<file path="src/rtl/gpio_uart_tx.sv">
// gpio_uart_tx: queues GPIO word writes in a small FIFO and sends each word as 4 UART bytes, LSB byte first.
// Define GPIO_UART_PARITY_EN to append an even-parity bit to every byte (8E1 instead of 8N1).
module gpio_uart_tx #(
    parameter int CLKS_PER_BIT = 434,
    parameter int FIFO_DEPTH   = 4,
    parameter int FIFO_AW      = 2
) (
    input  logic        clk,
    input  logic        rst,
    input  logic        wr_en,
    input  logic [31:0] wr_data,
    output logic        tx,
    output logic        busy,
    output logic        full,
    output logic        overflow
);
    localparam int BAUD_W = (CLKS_PER_BIT > 1) ? $clog2(CLKS_PER_BIT) : 1;
    localparam int CNT_W  = FIFO_AW + 1;
    localparam logic [BAUD_W-1:0] BAUD_LAST = BAUD_W'(CLKS_PER_BIT - 1);
    localparam logic [CNT_W-1:0]  CNT_FULL  = CNT_W'(FIFO_DEPTH);

`ifdef GPIO_UART_PARITY_EN
    typedef enum logic [2:0] {IDLE, START, DATA, PARITY, STOP} state_t;
`else
    typedef enum logic [1:0] {IDLE, START, DATA, STOP} state_t;
`endif

    state_t              state_q, state_d;
    logic [BAUD_W-1:0]   baud_q, baud_d;
    logic [2:0]          bit_q, bit_d;
    logic [1:0]          byte_q, byte_d;
    logic [31:0]         shreg_q, shreg_d;
    logic                tx_q, tx_d;
    logic [7:0]          byte_nx;

    logic [31:0]         mem_q [FIFO_DEPTH];
    logic [FIFO_AW-1:0]  wptr_q, rptr_q;
    logic [CNT_W-1:0]    count_q, count_d;
    logic                ovf_q;
    logic                push, pop, empty, baud_done;

    assign full      = (count_q == CNT_FULL);
    assign empty     = (count_q == '0);
    // A pop in the same cycle never makes room for a write that sees full.
    assign push      = wr_en && !full;
    assign pop       = (state_q == IDLE) && !empty;
    assign baud_done = (baud_q == BAUD_LAST);

    assign tx       = tx_q;
    assign busy     = (state_q != IDLE) || !empty;
    assign overflow = ovf_q;

    always_comb begin
        count_d = count_q;
        if (push && !pop) begin
            count_d = count_q + 1'b1;
        end else if (!push && pop) begin
            count_d = count_q - 1'b1;
        end
    end

    always_ff @(posedge clk) begin
        if (push) begin
            mem_q[wptr_q] <= wr_data;
        end
    end

    always_ff @(posedge clk) begin
        if (rst) begin
            wptr_q  <= '0;
            rptr_q  <= '0;
            count_q <= '0;
            ovf_q   <= 1'b0;
        end else begin
            if (push) begin
                wptr_q <= wptr_q + 1'b1;
            end
            if (pop) begin
                rptr_q <= rptr_q + 1'b1;
            end
            count_q <= count_d;
            if (wr_en && full) begin
                ovf_q <= 1'b1;
            end
        end
    end

    always_comb begin
        state_d = state_q;
        baud_d  = baud_q + 1'b1;
        bit_d   = bit_q;
        byte_d  = byte_q;
        shreg_d = shreg_q;
        case (state_q)
            IDLE: begin
                baud_d = '0;
                if (pop) begin
                    state_d = START;
                    shreg_d = mem_q[rptr_q];
                    byte_d  = '0;
                end
            end
            START: begin
                if (baud_done) begin
                    state_d = DATA;
                    baud_d  = '0;
                    bit_d   = '0;
                end
            end
            DATA: begin
                if (baud_done) begin
                    baud_d = '0;
                    if (bit_q == 3'd7) begin
`ifdef GPIO_UART_PARITY_EN
                        state_d = PARITY;
`else
                        state_d = STOP;
`endif
                    end else begin
                        bit_d = bit_q + 1'b1;
                    end
                end
            end
`ifdef GPIO_UART_PARITY_EN
            PARITY: begin
                if (baud_done) begin
                    state_d = STOP;
                    baud_d  = '0;
                end
            end
`endif
            STOP: begin
                if (baud_done) begin
                    baud_d = '0;
                    if (byte_q == 2'd3) begin
                        state_d = IDLE;
                    end else begin
                        state_d = START;
                        byte_d  = byte_q + 1'b1;
                        shreg_d = shreg_q >> 8;
                    end
                end
            end
            default: begin
                state_d = IDLE;
                baud_d  = '0;
            end
        endcase

        // tx is derived from the next state so the line changes on the same edge as the FSM.
        byte_nx = shreg_d[7:0];
        tx_d    = 1'b1;
        case (state_d)
            START:   tx_d = 1'b0;
            DATA:    tx_d = byte_nx[bit_d];
`ifdef GPIO_UART_PARITY_EN
            PARITY:  tx_d = ^byte_nx;
`endif
            default: tx_d = 1'b1;
        endcase
    end

    always_ff @(posedge clk) begin
        if (rst) begin
            state_q <= IDLE;
            baud_q  <= '0;
            bit_q   <= '0;
            byte_q  <= '0;
            tx_q    <= 1'b1;
        end else begin
            state_q <= state_d;
            baud_q  <= baud_d;
            bit_q   <= bit_d;
            byte_q  <= byte_d;
            tx_q    <= tx_d;
        end
    end

    always_ff @(posedge clk) begin
        shreg_q <= shreg_d;
    end

endmodule

</file>
<file path="config.mk">
export PLATFORM = sky130hd
export DESIGN_NAME = gpio_uart_tx
export DESIGN_NICKNAME = d
export VERILOG_FILES = /design/src/rtl/gpio_uart_tx.sv
export SDC_FILE = /design/constraint.sdc
export NUM_CORES = 1
export LEC_CHECK = 0
export ABC_CLOCK_PERIOD_IN_PS = 2460
export CAP_MARGIN = 15
export CORE_MARGIN = 3
export CORE_UTILIZATION = 54
export DETAILED_ROUTE_END_ITERATION = 8
export MAX_ROUTING_LAYER = met4
export PLACE_DENSITY = 0.79
export SKIP_LAST_GASP = 1
export SLEW_MARGIN = 5
export SYNTH_ARGS = -nofsm -noshare
export SYNTH_HDL_FRONTEND = slang
export SYNTH_SLANG_ARGS = --single-unit
</file>
<file path="constraint.sdc">
create_clock -name clk -period 2.46 [get_ports clk]
set_input_delay 0.492 -clock clk [delete_from_list [all_inputs] [get_ports clk]]
set_output_delay 0.492 -clock clk [all_outputs]
set_load 0.01 [all_outputs]
</file>
* Word level (Yosys, flattened, before mapping) *
Memory sizes are Yosys's and may differ from the RTL's. A register that Yosys moved wholly into a read port is not among the register bits.
Index checks and enable logic that the tools add are counted.

storage, ports and cells
  output and inout bits = 4
  word-level logic and storage cells = 79
  latch bits = 0
  register bits = 57
  memories = 1
  ROM bits = 0
  memory bits (writable) = 128
  input port bits = 35

operators by class
  muxes and demuxes = 30
  $lt $le $gt $ge = 1
  div/mod/pow operators = 0
  $add $sub $neg = 7
  eq/ne operators = 12
  shifts and indexed selects = 0
  reduce and logical (&&, ||, !) cells = 17
  bitwise logic cells = 0
  multiply operators = 0

memories
  memory  words  bits a word  read ports  clocked after Yosys merged registers in  wr ports  RTL line  RTL
  mem_q   4      32           1           1                                        1         36        logic [31:0] mem_q [FIFO_DEPTH];

operator list
  operator             number
  $mux 32              3
  $pmux 32 s2          1
  $mux 2               10
  $pmux 9 s2           1
  $mux 3               5
  $add 9x1->9 const B  1
  $eq 9x9->1 const B   1
  $mux 9               1
  $eq 2x2->1 const B   4
  $pmux 2 s4           1
  $add 2x1->2 const B  3
  $add 3x1->3 const B  2
  $eq 3x3->1 const B   2
  $ne 2x2->1 const B   3
  $pmux 3 s2           1
  $reduce_bool 2->1    3
  $logic_and 1x1->1    5
  $eq 2x1->1 const B   2
  $logic_not 1->1      4
  $lt 3x4->1 const B   1
  $mux 1               4
  $pmux 2 s2           1
  $reduce_and 4->1     1
  $bmux 1 s3           1
  other kinds (6)      6

* Logic depth before layout (Yosys ltp) *
  depth after elaboration = 8
  depth in mapped cells = 11
  depth with buffers taken out = 10

* Worst setup path before layout *
OpenSTA, ideal clock, no wires.

  path kind = reg2reg
  start = reg state_q[0]
  end = reg tx_q, in the netlist tx
  period minus slack after synthesis = 2235 ps
  required time = 2321 ps
  setup time = 139 ps
  path buffers = 1
  cell stages (with the launch flop) = 10
  arrival = 2096 ps
  path slack = 225 ps
  cell sequence = dfxtp_1 > inv_1 > ha_1 > inv_2 > clkbuf_1 > nand2_1 > a221oi_1 > nor4_1 > a2111oi_2 > a41oi_1

between the ends
  word-level cells in the longest chain between the ends = 7
  elaborated cells on any way between the ends = 19
  those cells by class = eq/ne: 5; mux: 12; reduce/logical: 2

ends and longest elaborated chain
  item                          RTL line  RTL
  from (decl)                   28        state_t state_q, state_d;
  from (signal assigned)        171       state_q <= state_d;
  $logic_not 2->1               46, 94
  $logic_and 1x1->1             46        assign pop = (state_q == IDLE) && !empty;
  $mux 32                       97        if (pop) begin
  $pmux 32 s2                   94        case (state_q)
  $bmux 1 s3                    155       DATA: tx_d = byte_nx[bit_d];
  $mux 1 (not written as such)  155
  $pmux 1 s2 *                  153       case (state_d)
  to (signal assigned)          175       tx_q <= tx_d;
  to (decl)                     33        logic tx_q, tx_d;

Every way passes the cells marked *; elsewhere a longest branch is shown, timed or not. The select of a mux whose other input is x is not followed.
A chain may end at the register's enable or synchronous reset.

* Worst setup path after layout *
  start = reg baud_q[1]
  end = reg tx_q, in the netlist tx

between the ends
  word-level cells in the longest chain between the ends = 6
  elaborated cells on any way between the ends = 15
  those cells by class = eq/ne: 3; mux: 12

ends and longest elaborated chain
  item                                              RTL line  RTL
  from (decl)                                       29        logic [BAUD_W-1:0] baud_q, baud_d;
  from (signal assigned)                            172       baud_q <= baud_d;
  $eq 9x9->1 *                                      47        assign baud_done = (baud_q == BAUD_LAST);
  $mux 32 (tied with other cells)                   133       if (baud_done) begin
  $pmux 32 s2 / $pmux 3 s2 (equally long branches)  94
  $bmux 1 s3                                        155
  $mux 1 (not written as such)                      155
  $pmux 1 s2 *                                      153

Marked as above.

==> results.py <==
metrics = {
    "outcome": {
        "violations": "negative setup slack",
        "status": "complete, but fails checks",
    },
    "route": {
        "vias_per_cell": 5.78,
        "first_pass_iters": 6,
        "avgRoutedWirePerCell_um": 19.3,
        "drc_errors": 0,
        "vias": 3903,
        "drt_iter0_drc": 297,
        "wl_mm": 13.0,
        "ant_nets": 0,
    },
    "grt": {
        "grt.total_usage_pct": 19.5,
        "grt_pass1_vias": 4090,
        "grt_max_degree": 33,
        "grt-ovfl-total": 0,
        "grt_pass1_wl_mm": 21.2,
        "antenna_found_initial": 0,
    },
    "placed_design": {
        "routabilityCongestion": 0.902,
        "dp_cells": 640,
        "place_ws_ns": -0.0485,
        "numPortBuffers": 38,
        "dp_hpwl_mm": 8.23,
    },
    "layout": {
        "diodes": 0,
        "syn2layout_area_growth_pct": 19.0,
        "nets": 537,
        "n_fill_cell": 923,
        "final_cell_count_no_fill": 675,
        "multi_input_area_mm2": 0.00202,
        "drive_above_1_share_pct": 22.0,
        "final-seq-area_mm2": 0.00527,
        "fin_util_pct": 66.0,
    },
    "floorplan": {
        "fp-row-count": 42,
        "core_mm2": 0.0133,
        "ioPinCount": 39,
        "die_w_um": 123,
        "start_util_pct": 55.5,
        "die-area_mm2": 0.0151,
        "die_height_um": 123,
    },
    "synthesis": {
        "netlist_area_mm2": 0.00740,
        "seq_area_frac_synth_pct": 71.1,
        "yosysWarningCount": 0,
        "synthDistinctLibCells": 56,
        "syn_avg_cell_area_um2": 17.6,
        "synth_cells": 421,
        "synth_ff_type": "edfxtp_1",
        "synth_edf_count": 152,
        "synth.ff_latch_count": 187,
        "syn_nets": 470,
        "synth-async-reset-ratio_pct": 0,
    },
    "run": {
        "maxCapViolations": 0,
    },
    "setup_path": {
        "critPathMaxFanout": 3,
        "critPathLaunchType": "register",
        "cp-end-kind": "register",
        "worst-setup-path-type": "reg -> reg",
        "cp.arrival_ns": 2.74,
        "cp_data_required_time_ns": 2.74,
    },
    "timing": {
        "rsz0062_at_grt": "true",
        "max_slew.worst_pin.slew_ns": 0.543,
        "setup_viol": 1,
        "timing.slew.headroom_pct": 63.8,
        "clock_skew_ns": 0.00937,
        "clock.fmax_mhz": 406,
        "finalCritPeriodShare_pct": 100,
        "hold_violations": 0,
        "period_needed_ns": 2.46,
        "timing.final.ws_setup_ns": -0.000216,
        "slew_viol_final": 0,
    },
    "min_path": {
        "hp-class": "reg -> reg",
    },
    "clock_network": {
        "clkSlewWorstSetupHoldPaths_ns": 0.07,
        "cts.sinks": 187,
        "clk_latency_ns": 0.42,
        "clock-root-buffer": "clkbuf_16",
        "clock_path_buffers": 2,
        "cts_buffers": 17,
        "cts_tree": "done",
        "ctsHtreeMaxLevel": 4,
    },
    "pwr": {
        "vdd_drop_max_uv": 602,
        "p_leak_nw": 3.07,
        "power_density_mw_per_mm2": 1100,
    },
}
## area by class of cell
type                    instances  area share (%)
flip-flops and latches        187            59.8
multi-input cells             198            23.0
repair buffers                 66            7.46
clock buffers                  18            4.87
well taps                     176            2.50
clock inverters                12            1.59
inverters                      18           0.795
## layer usage
| metal | part of all wire, % | vias up | GRT usage [%] |
|---|---|---|---|
| li1 | - | 1804 | - |
| met3 | 4.3 | 15 | 4.94 |
| met4 | 1.5 | 0 | 6.23 |
| met2 | 53 | 96 | 31.7 |
| met5 | 0 | - | - |
| met1 | 41 | 1988 | 24.3 |
## cell usage after synthesis (2+ instances only)
cell type	instances	area share [%]
edfxtp_1	152	62
dfxtp_1	35	9.5
mux4_2	32	9.7
nor2_1	24	1.2
a22o_1	18	2.1
inv_1	17	0.86
ha_1	13	2.2
nand2_1	13	0.66
and3_1	11	0.93
clkbuf_1	10	0.51
a21oi_1	8	0.54
and2_1	6	0.51
buf_2	6	0.41
nand3_1	6	0.41
xnor2_1	6	0.71
mux2i_1	5	0.68
xor2_1	5	0.59
a222oi_1	4	0.54
a31oi_1	4	0.34
o21ai_0	4	0.27
or3_1	4	0.34
a221oi_1	2	0.24
a22oi_1	2	0.20
nor3_1	2	0.14
## state kept, by name, summed over array words and instances (netlist names), named ones only
signal and flops:
baud_q 9, wptr_q 2, overflow 1, tx 1, count_q 3, bit_q 3, byte_q 2, mem_q 128
rptr_q 2, state_q 2, shreg_q 32
## power breakdown
part | total [mW] | internal [mW] | switching [mW]
clock network | 2.63 | 1.50 | 1.13
registers | 4.35 | 4.13 | 0.216
logic | 2.71 | 1.23 | 1.48
## metrics by stage
stage               setup TNS (ns)  hold WS [ns]  area [µm²]  total power, mW
floorplan                        0         0.430        7400             6.08
global placement                 0         0.442        8160             6.87
detailed placement         -0.0485         0.461        8160             7.02
CTS                              0         0.470        8730             9.65
global route                -0.144         0.484        8810             10.2
finish                   -0.000216         0.461        8810             9.68
## path summary, 6_finish.rpt
path	end	start	slack, ns	depth (start not counted)
max	tx	baud_q[1]	-0.0002	9
min	baud_q[0]	baud_q[0]	0.46	1
max reg2reg	tx	baud_q[1]	-0.0002	9
min reg2reg	baud_q[0]	baud_q[0]	0.46	1
## placed cells by master (no fill, tap or decap), types with 3 or more instances in the layout
| cell type | count |
|---|---|
| xor2_1 | 5 |
| clkinv_4 | 3 |
| mux4_2 | 32 |
| nand2_1 | 12 |
| buf_12 | 5 |
| inv_1 | 16 |
| a31oi_1 | 4 |
| o21ai_0 | 4 |
| and2_1 | 6 |
| nand3_1 | 6 |
| edfxtp_1 | 152 |
| a222oi_1 | 4 |
| xnor2_1 | 6 |
| and3_1 | 11 |
| a22o_1 | 18 |
| inv_6 | 3 |
| or3_1 | 4 |
| a21oi_1 | 8 |
| nor2_1 | 24 |
| dfxtp_1 | 32 |
| clkdlybuf4s50_1 | 38 |
| mux2i_1 | 5 |
| buf_4 | 22 |
| ha_1 | 10 |
| clkbuf_16 | 17 |
## worst max-delay path, cell delays in order (launching register included)
cell and delay (ns):
dfxtp_2 0.33, inv_2 0.07, ha_4 0.14, nand4b_4 0.12
o31ai_4 0.30, nand3_4 0.10, a222oi_1 0.53, mux2i_1 0.19
a2111oi_2 0.40, a41oi_1 0.15
## repair_timing
action,CTS,global route
hold buffers,0,0
gates resized for setup,0,14
buffers inserted,0,5
endpoints found under the setup margin,0,2
## cells by family (layout without fill, tap and decap cells)
group | count (synthesis) | after routing | share of synthesized area, %
XOR/XNOR | 11 | 11 | 1.30
buffers and inverters | 36 | 114 | 2.03
multiplexers | 37 | 37 | 10.4
flip-flops | 187 | 187 | 71.1
AO/OA/AOI/OAI | 58 | 58 | 6.41
AND/OR/NAND/NOR | 78 | 78 | 6.25
adder cells (fa/ha/maj) | 14 | 14 | 2.47
Power figures use the tool's default switching activity.
